--- src/rtl/w_flush_tracker.sv ---
// Write-side tracker for the per-WID W-beat buffers: steers W beats to slots, fires flush, orders drain.
// Optional W_BEFORE_AW_EN lets a W beat open a slot ahead of its AW.
module w_flush_tracker #(
  parameter int NUM_FIFO = 4,
  parameter int ID_W     = 11,
  parameter int LEN_W    = 8
) (
  input  logic                clk,
  input  logic                rst,
  input  logic                aw_valid_i,
  output logic                aw_ready_o,
  input  logic [ID_W-1:0]     aw_id_i,
  input  logic [LEN_W-1:0]    aw_len_i,
  input  logic                w_valid_i,
  output logic                w_ready_o,
  input  logic [ID_W-1:0]     w_id_i,
  input  logic                w_last_i,
  input  logic [NUM_FIFO-1:0] slot_ready_i,
  output logic [NUM_FIFO-1:0] slot_push_o,
  output logic [NUM_FIFO-1:0] slot_flush_o,
  input  logic [NUM_FIFO-1:0] slot_done_i,
  output logic [NUM_FIFO-1:0] slot_stall_o,
  output logic                last_err_o
);
  localparam int IW = $clog2(NUM_FIFO);
  localparam logic [LEN_W:0] CNT_ONE = (LEN_W+1)'(1);

  typedef enum logic [1:0] {S_FREE = 2'd0, S_COLLECT = 2'd1, S_FLUSH = 2'd2} st_e;

  st_e                 st_q   [NUM_FIFO];
  st_e                 st_d   [NUM_FIFO];
  logic [ID_W-1:0]     id_q   [NUM_FIFO];
  logic [ID_W-1:0]     id_d   [NUM_FIFO];
  logic [LEN_W-1:0]    len_q  [NUM_FIFO];
  logic [LEN_W-1:0]    len_d  [NUM_FIFO];
  logic [LEN_W:0]      cnt_q  [NUM_FIFO];
  logic [LEN_W:0]      cnt_d  [NUM_FIFO];
  logic [NUM_FIFO-1:0] has_aw_q, has_aw_d;
  logic [NUM_FIFO-1:0] flush_q, flush_d;
  logic                last_err_q, last_err_d;
  logic [IW-1:0]       ord_q  [NUM_FIFO];
  logic [IW-1:0]       ord_d  [NUM_FIFO];
  logic [IW-1:0]       head_q, head_d, tail_q, tail_d;
  logic [IW:0]         qcnt_q, qcnt_d;

  logic                free_any, aw_dup, aw_att, w_hit, w_room, w_alloc;
  logic [IW-1:0]       free_idx, att_idx, w_idx, w_tgt;
  logic                aw_rdy, aw_acc, aw_new, w_rdy, w_acc, rel;
  logic [NUM_FIFO-1:0] push;
`ifdef W_BEFORE_AW_EN
  logic                w_busy;
`endif

  always_ff @(posedge clk) begin
    if (rst) begin
      for (int i = 0; i < NUM_FIFO; i++) begin
        st_q[i]  <= S_FREE;
        id_q[i]  <= '0;
        len_q[i] <= '0;
        cnt_q[i] <= '0;
        ord_q[i] <= '0;
      end
      has_aw_q   <= '0;
      flush_q    <= '0;
      last_err_q <= 1'b0;
      head_q     <= '0;
      tail_q     <= '0;
      qcnt_q     <= '0;
    end else begin
      for (int i = 0; i < NUM_FIFO; i++) begin
        st_q[i]  <= st_d[i];
        id_q[i]  <= id_d[i];
        len_q[i] <= len_d[i];
        cnt_q[i] <= cnt_d[i];
        ord_q[i] <= ord_d[i];
      end
      has_aw_q   <= has_aw_d;
      flush_q    <= flush_d;
      last_err_q <= last_err_d;
      head_q     <= head_d;
      tail_q     <= tail_d;
      qcnt_q     <= qcnt_d;
    end
  end

  // Slot lookup; descending scan so the lowest-index hit wins.
  always_comb begin : decode
    free_any = 1'b0;
    free_idx = '0;
    aw_dup   = 1'b0;
    aw_att   = 1'b0;
    att_idx  = '0;
    w_hit    = 1'b0;
    w_idx    = '0;
`ifdef W_BEFORE_AW_EN
    w_busy   = 1'b0;
`endif
    for (int i = NUM_FIFO-1; i >= 0; i--) begin
      if (st_q[i] == S_FREE) begin
        free_any = 1'b1;
        free_idx = IW'(i);
      end else begin
        if (id_q[i] == aw_id_i) begin
          aw_dup = 1'b1;
`ifdef W_BEFORE_AW_EN
          if (st_q[i] == S_COLLECT && !has_aw_q[i]) begin
            aw_att  = 1'b1;
            att_idx = IW'(i);
          end
`endif
        end
        if (id_q[i] == w_id_i) begin
`ifdef W_BEFORE_AW_EN
          w_busy = 1'b1;
`endif
          if (st_q[i] == S_COLLECT) begin
            w_hit = 1'b1;
            w_idx = IW'(i);
          end
        end
      end
    end
    // Without an AW the length is unknown, so only counter saturation limits intake.
    w_room = has_aw_q[w_idx] ? (cnt_q[w_idx] < ({1'b0, len_q[w_idx]} + CNT_ONE))
                             : (cnt_q[w_idx] != '1);
    aw_rdy = !rst && (aw_att || (free_any && !aw_dup));
    aw_acc = aw_valid_i && aw_rdy;
    aw_new = aw_acc && !aw_att;
`ifdef W_BEFORE_AW_EN
    w_alloc = !w_hit && free_any && !w_busy && !aw_new;
`else
    w_alloc = 1'b0;
`endif
    w_tgt = w_hit ? w_idx : free_idx;
    w_rdy = !rst && ((w_hit && slot_ready_i[w_idx] && w_room) ||
                     (w_alloc && slot_ready_i[free_idx]));
    w_acc = w_valid_i && w_rdy;
    push  = '0;
    push[w_tgt] = w_acc;
    rel = (qcnt_q != '0) && (st_q[ord_q[head_q]] == S_FLUSH) && slot_done_i[ord_q[head_q]];
  end

  always_comb begin : next_state
    has_aw_d   = has_aw_q;
    flush_d    = '0;
    last_err_d = last_err_q;
    for (int i = 0; i < NUM_FIFO; i++) begin
      st_d[i]  = st_q[i];
      id_d[i]  = id_q[i];
      len_d[i] = len_q[i];
      cnt_d[i] = cnt_q[i];
      ord_d[i] = ord_q[i];
    end
    for (int i = 0; i < NUM_FIFO; i++) begin
      case (st_q[i])
        S_FREE: begin
          if (aw_new && free_idx == IW'(i)) begin
            st_d[i]     = S_COLLECT;
            id_d[i]     = aw_id_i;
            len_d[i]    = aw_len_i;
            cnt_d[i]    = '0;
            has_aw_d[i] = 1'b1;
          end else if (push[i]) begin
            st_d[i]     = S_COLLECT;
            id_d[i]     = w_id_i;
            cnt_d[i]    = CNT_ONE;
            has_aw_d[i] = 1'b0;
          end
        end
        S_COLLECT: begin
          if (push[i]) begin
            cnt_d[i] = cnt_q[i] + CNT_ONE;
            if (has_aw_q[i] && (w_last_i != (cnt_q[i] == {1'b0, len_q[i]})))
              last_err_d = 1'b1;
          end
          if (aw_att && att_idx == IW'(i)) begin
            len_d[i]    = aw_len_i;
            has_aw_d[i] = 1'b1;
            if (cnt_d[i] > ({1'b0, aw_len_i} + CNT_ONE))
              last_err_d = 1'b1;
          end
          if (has_aw_d[i] && cnt_d[i] >= ({1'b0, len_d[i]} + CNT_ONE)) begin
            st_d[i]    = S_FLUSH;
            flush_d[i] = 1'b1;
          end
        end
        S_FLUSH: begin
          if (rel && ord_q[head_q] == IW'(i))
            st_d[i] = S_FREE;
        end
        default: st_d[i] = S_FREE;
      endcase
    end
    head_d = head_q;
    tail_d = tail_q;
    if (aw_acc) begin
      ord_d[tail_q] = aw_att ? att_idx : free_idx;
      tail_d        = tail_q + IW'(1);
    end
    if (rel)
      head_d = head_q + IW'(1);
    qcnt_d = qcnt_q + (IW+1)'(aw_acc) - (IW+1)'(rel);
  end

  always_comb begin : outputs
    aw_ready_o   = aw_rdy;
    w_ready_o    = w_rdy;
    slot_push_o  = push;
    slot_flush_o = flush_q;
    last_err_o   = last_err_q;
    slot_stall_o = '1;
    if (!rst && qcnt_q != '0)
      slot_stall_o[ord_q[head_q]] = 1'b0;
  end

endmodule
--- config.mk ---
export PLATFORM = sky130hd
export DESIGN_NAME = w_flush_tracker
export DESIGN_NICKNAME = d
export VERILOG_FILES = /design/src/rtl/w_flush_tracker.sv
export SDC_FILE = /design/constraint.sdc
export NUM_CORES = 1
export LEC_CHECK = 0
export ABC_CLOCK_PERIOD_IN_PS = 14200
export BUFFER_PORTS_ARGS = -buffer_cell sky130_fd_sc_hd__buf_2
export CAP_MARGIN = 10
export CORE_MARGIN = 3
export CORE_UTILIZATION = 35
export DETAILED_ROUTE_END_ITERATION = 6
export GPL_TIMING_DRIVEN = 0
export SYNTH_ARGS = -nofsm -noshare
export SYNTH_HDL_FRONTEND = slang
export SYNTH_SLANG_ARGS = --single-unit
export TNS_END_PERCENT = 50
--- constraint.sdc ---
create_clock -name clk -period 14.2 [get_ports clk]
set_input_delay 0 -clock clk [delete_from_list [all_inputs] [get_ports clk]]
set_output_delay 0 -clock clk [all_outputs]
set_load 0.05 [all_outputs]
* After elaboration in Yosys (flattened, before gate mapping)
Memories as Yosys holds them, arrays and structs flattened. A register that Yosys moved wholly into a read port is not among the register bits.
Cells that the tools add are included.
** Word-level totals
- Memories kept :: 5
- Bits in registers :: 16
- RAM bits :: 128
- Bits of input ports :: 43
** Memories
- id_q :: depth 4, bits a word 11, read ports 4, clocked after Yosys merged registers in 0, write ports 4, line 32 : logic [ID_W-1:0] id_q [NUM_FIFO];
- cnt_q :: depth 4, bits a word 9, read ports 5, clocked after Yosys merged registers in 0, write ports 4, line 36 : logic [LEN_W:0] cnt_q [NUM_FIFO];
- len_q :: depth 4, bits a word 8, read ports 5, clocked after Yosys merged registers in 0, write ports 4, line 34 : logic [LEN_W-1:0] len_q [NUM_FIFO];
- ord_q :: depth 4, bits a word 2, read ports 5, clocked after Yosys merged registers in 1, write ports 4, line 41 : logic [IW-1:0] ord_q [NUM_FIFO];
- st_q :: depth 4, bits a word 2, read ports 5, clocked after Yosys merged registers in 0, write ports 4, line 30 : st_e st_q [NUM_FIFO];
** Operators by class
- Bitwise gates (word level) :: 27
- Mux-type cells :: 178
- Add/sub/neg operators :: 13
- Magnitude comparators :: 12
- Eq/ne operators :: 36
- Reduce and logical (&&, ||, !) cells :: 50
** Operator list (count)
- 2-to-1 mux 9 bit :: 20
- 2-to-1 mux 11 bit :: 16
- 2-to-1 mux 8 bit :: 13
- == test 11 bit :: 8
- 2-to-1 mux 2 bit :: 44
- case mux 9 bit (2 select lines) :: 4
- case mux 8 bit (2 select lines) :: 4
- 2-to-1 mux 1 bit :: 61
- adder 8 x 1 -> 9 bit (second input constant) :: 5
- adder 9 x 1 -> 9 bit (second input constant) :: 4
- == test 9 x 8 -> 1 bit :: 4
- >= comparator 9 bit :: 4
- logical AND 1 bit :: 29
- case mux 2 bit (3 select lines) :: 4
- OR 1 bit :: 20
- == test 2 bit (second input constant) :: 9
- == test 2 x 1 -> 1 bit (second input constant) :: 6
- zero test 2 bit :: 6
- != test 3 x 2 -> 1 bit (second input constant) :: 4
- less-than comparator 2 x 3 -> 1 bit (second input constant) :: 3
- less-than comparator 9 bit :: 1
- != test 9 bit (second input constant) :: 1
- bitwise mux 8 bit :: 1
- case mux 1 bit (2 select lines) :: 4
- 20 further kinds :: 41

* Depth between registers and ports, before layout
An unclocked memory read counts as a cell.
- Word-level depth :: 33
- Mapped depth :: 35
- Mapped depth without buffers :: 31

* Worst setup path after synthesis
No wires, ideal clock.
- Kind :: register -> register
- Start point :: memory id_q[2][3]
- End point :: memory st_q[2][1] (netlist name)
- Data required time :: 14.073 ns
- Path slack :: 7.627 ns
- Cell stages (with the launch flop) :: 33
- Buffers on the path :: 4
- Arrival time :: 6.446 ns
- Path through :: dfxtp_1 > xor2_1 > nor4_1 > nand3_1 > and2_1 > o21ai_2 > buf_4 > buf_1 > buf_2 > nor2_1 > a211oi_1 > a21oi_1 > ha_1 > a2111oi_0 > o21ai_0 > a221oi_1 > or2_2 > o221ai_1 > a211oi_4 > buf_6 > nand2_2 > xor2_1 > ha_1 > nand2b_1 > a21o_1 > a21o_1 > a21o_1 > a21o_1 > a21o_1 > a21o_1 > a211o_1 > o211ai_1 > o21ai_0
** RTL lines (line)
- from (decl) :: 32
- to (decl) :: 30

==> flow_summary.ini <==
[run_status]
status = finished clean

[pwr]
p_clk_frac = 0.446
p_leak_uw = 0.005028
powerDensity_nw_per_um2 = 80.67
p_int_uw = 697.9
seqPwrFrac = 0.438
sw_frac_of_total = 0.2815
vdd.ir_drop.worst_uv = 79.60
p_comb_frac = 0.116
p_sw_uw = 273.4

[detailed_routing]
wl_met3_um = 2145
routed-wl-met2_um = 16140
drc_errors = 0
ant_nets = 0
routedWlPerCell_um = 19.73
drtIter0Drc = 719
via_count = 9468
viasPerCell = 5.423
wl_met1_um = 15190
wl_um = 34440
drt_pass1_iterations = 5
dr.max_layer_used = met4

[synthesis]
async_reset_ff_frac = 0
synth.area.mux_share = 0.1154
synth-seq-cells = 146
synthTopCellsByArea = dfxtp_1 (27%), mux2i_1 (11%), xnor2_1 (8.3%)
netlist_instances = 1272
synth_warnings = 0
synth-simple-area-share = 0.2241
synth_xor_area_frac = 0.1592
synth_top_family_by_area = simple AND/OR/NAND/NOR gates
synth_fa_ha_area_frac = 0.07124
synth_area_per_cell_um2 = 8.367
synth-main-ff-cell = dfxtp_1
syn_nets = 1375
synth_compound_area_frac = 0.1036
synth_edf_count = 0
synth_cell_types = 77
yosysTopAreaCellShare = 0.2746
ys_seq_area_frac = 0.2746
netlist_area_um2 = 10640
synth_top_area_cell = dfxtp_1

[die]
core_area_um2 = 29800
dieArea_um2 = 32540
initial_utilization = 0.3572
placementRows = 63
die_w_um = 180.4
io_pins = 58
die_h_um = 180.4

[worst_setup_path]
path_common_cell = a21o_1
cp_max_fo = 10
slowest_delay_ns = 0.70
crit_end = slot_flush_o[2]
cp.required_ns = 14.50
ff2ff_setup_slack_ns = 5.45
r2r_cells = 32
crit_start = st_q[2][1]
cp-end-kind = flip-flop
cp-start-kind = flip-flop
r2r-start = st_q[2][1]
critPathArrivalTime_ns = 9.05
critical_path_class = flip-flop to flip-flop
r2r_end = slot_flush_o[2]
slowest_stage = a221oi_1

[hold_path]
min_from = aw_valid_i
hold_depth = 4
hold_path_class = input port to flip-flop

[finish]
diodes = 0
final_cell_mix = nor2_1 (152), dfxtp_1 (146), mux2i_1 (116), xnor2_1 (101), xor2_1 (85)
stdcell_area_um2 = 12040
drive_above_1_share = 0.09956
area_delta_synth_final_pct = 13.13
final_common_cell = nor2_1
nNetsFinal = 1448

[grt]
antenna_found_initial = 0
grt_pass1_wl_um = 52710
grtUsageTotal = 0.2066
grt_overflow = 0
grt_pass1_vias = 9071
grt_max_degree = 17

[placed_design]
portBuffers = 34
dpl_cell_area_um2 = 11300
place_congestion = 0.9647
dp_hpwl_um = 26660

[clock_network]
tritoncts = done
ctsRootBufferMaster = clkbuf_16
cts-buffers-inserted = 17
clock_sinks = 146
cts_buffer_depth = 2
clk_pin_slew_ns = 0.07
clk_latency_ns = 0.44
htreeDepth = 4

[sta]
setup_viol = 0
slew_violations = 0
relSlewSlack = 0.1904
hold_violations = 0
min_period_ns = 8.752
tightest_slew_ns = 1.212
rsz0062_at_grt = no
fin_tns_setup_ns = 0
fin_skew_ns = 0.01089
max_freq_mhz = 114.3
period_share = 0.6163

[flow_run]
maxCapViolCount = 0
-- cells in the mapped netlist, drive strengths merged (7+ instances only) --
cell / instances
and2: 18
nor3: 24
and3: 17
clkbuf: 49
mux2i: 116
xor2: 85
a21o: 25
buf: 47
nor2: 152
nand2b: 10
a31oi: 11
nor4: 24
nand3: 59
dfxtp: 146
nand2: 71
xnor2: 105
a211oi: 12
nor4b: 7
nand4: 43
inv: 30
ha: 59
o21ai: 31
nor2b: 14
a21oi: 44
-- per-stage QoR --
step           setup WS, ns  instances  total power [uW]  utilization  hold WS, ns
3_3_place_gp          5.774       1696             540.1       0.3793       0.3277
5_1_grt               5.165       1746              1003       0.4041      0.07049
3_5_place_dp          5.766       1696             541.1       0.3793       0.3359
2_1_floorplan         7.627       1272             505.7            -       0.1439
4_1_cts               5.730       1746             974.3       0.4041      0.02280
6_report              5.448       1746             971.3       0.4041      0.03254
-- layout make-up --
type	instances	area (um2)
clock inverters	13	113.9
multi-input cells	1000	7168
clock buffers	17	425.4
flip-flops and latches	146	2923
repair buffers	54	370.4
well taps	390	488.0
inverters	30	112.6
fillers	3023	17760
plain buffers	96	439.2
-- logic make-up (layout without fill, tap and decap cells) --
logic type	count (synthesis)	after routing
buffers and inverters	126	210
adder cells (fa/ha/maj)	60	60
flip-flops	146	146
AO/OA/AOI/OAI	163	163
multiplexers	120	120
AND/OR/NAND/NOR	467	467
XOR/XNOR	190	190
-- state kept, by name, summed over array words and instances (netlist names), named ones only --
register and flops:
qcnt_q 3, head_q 2, ord_q 8, last_err_o 1
id_q 44, has_aw_q 4, st_q 8, cnt_q 36
tail_q 2, slot_flush_o 4, len_q 32
-- worst min path at each step --
stage / endpoint
final: ord_q[2][1]
after detailed placement: len_q[1][5]
after CTS: ord_q[1][1]
after floorplan: len_q[0][0]
after global routing: ord_q[0][1]
after global placement: len_q[1][5]
-- timing repair --
item | in CTS | in global routing
gates resized for setup | 0 | 0
setup buffers | 0 | 0
hold buffers | 20 | 0
endpoints found under the hold margin | 66 | 0
-- power groups by stage --
stage	Combinational [uW]	Clock, uW	Sequential (uW)
2_1_floorplan	74.9	0	431
3_3_place_gp	106	0	434
3_5_place_dp	107	0	434
4_1_cts	112	438	425
5_1_grt	122	455	425
6_report	113	434	425
-- worst max-delay path, delay by kind of cell (launching register included) --
family	cells	cell delay, ns
DFF	1	0.39
xor gates and xnor gates	1	0.48
AOI/OAI and AO/OA	16	4.04
adders and majority gates	2	0.66
and+or+nand+nor	9	1.80
buffers and inverters	4	1.22
-- metal layers --
layer  vias to the layer above  GRT usage
met5                         -          0
met4                         0    0.06601
met3                        65    0.03755
met2                       309     0.3463
met1                      4498     0.2697
li1                       4596          -
(Power assumes the default switching activity.)
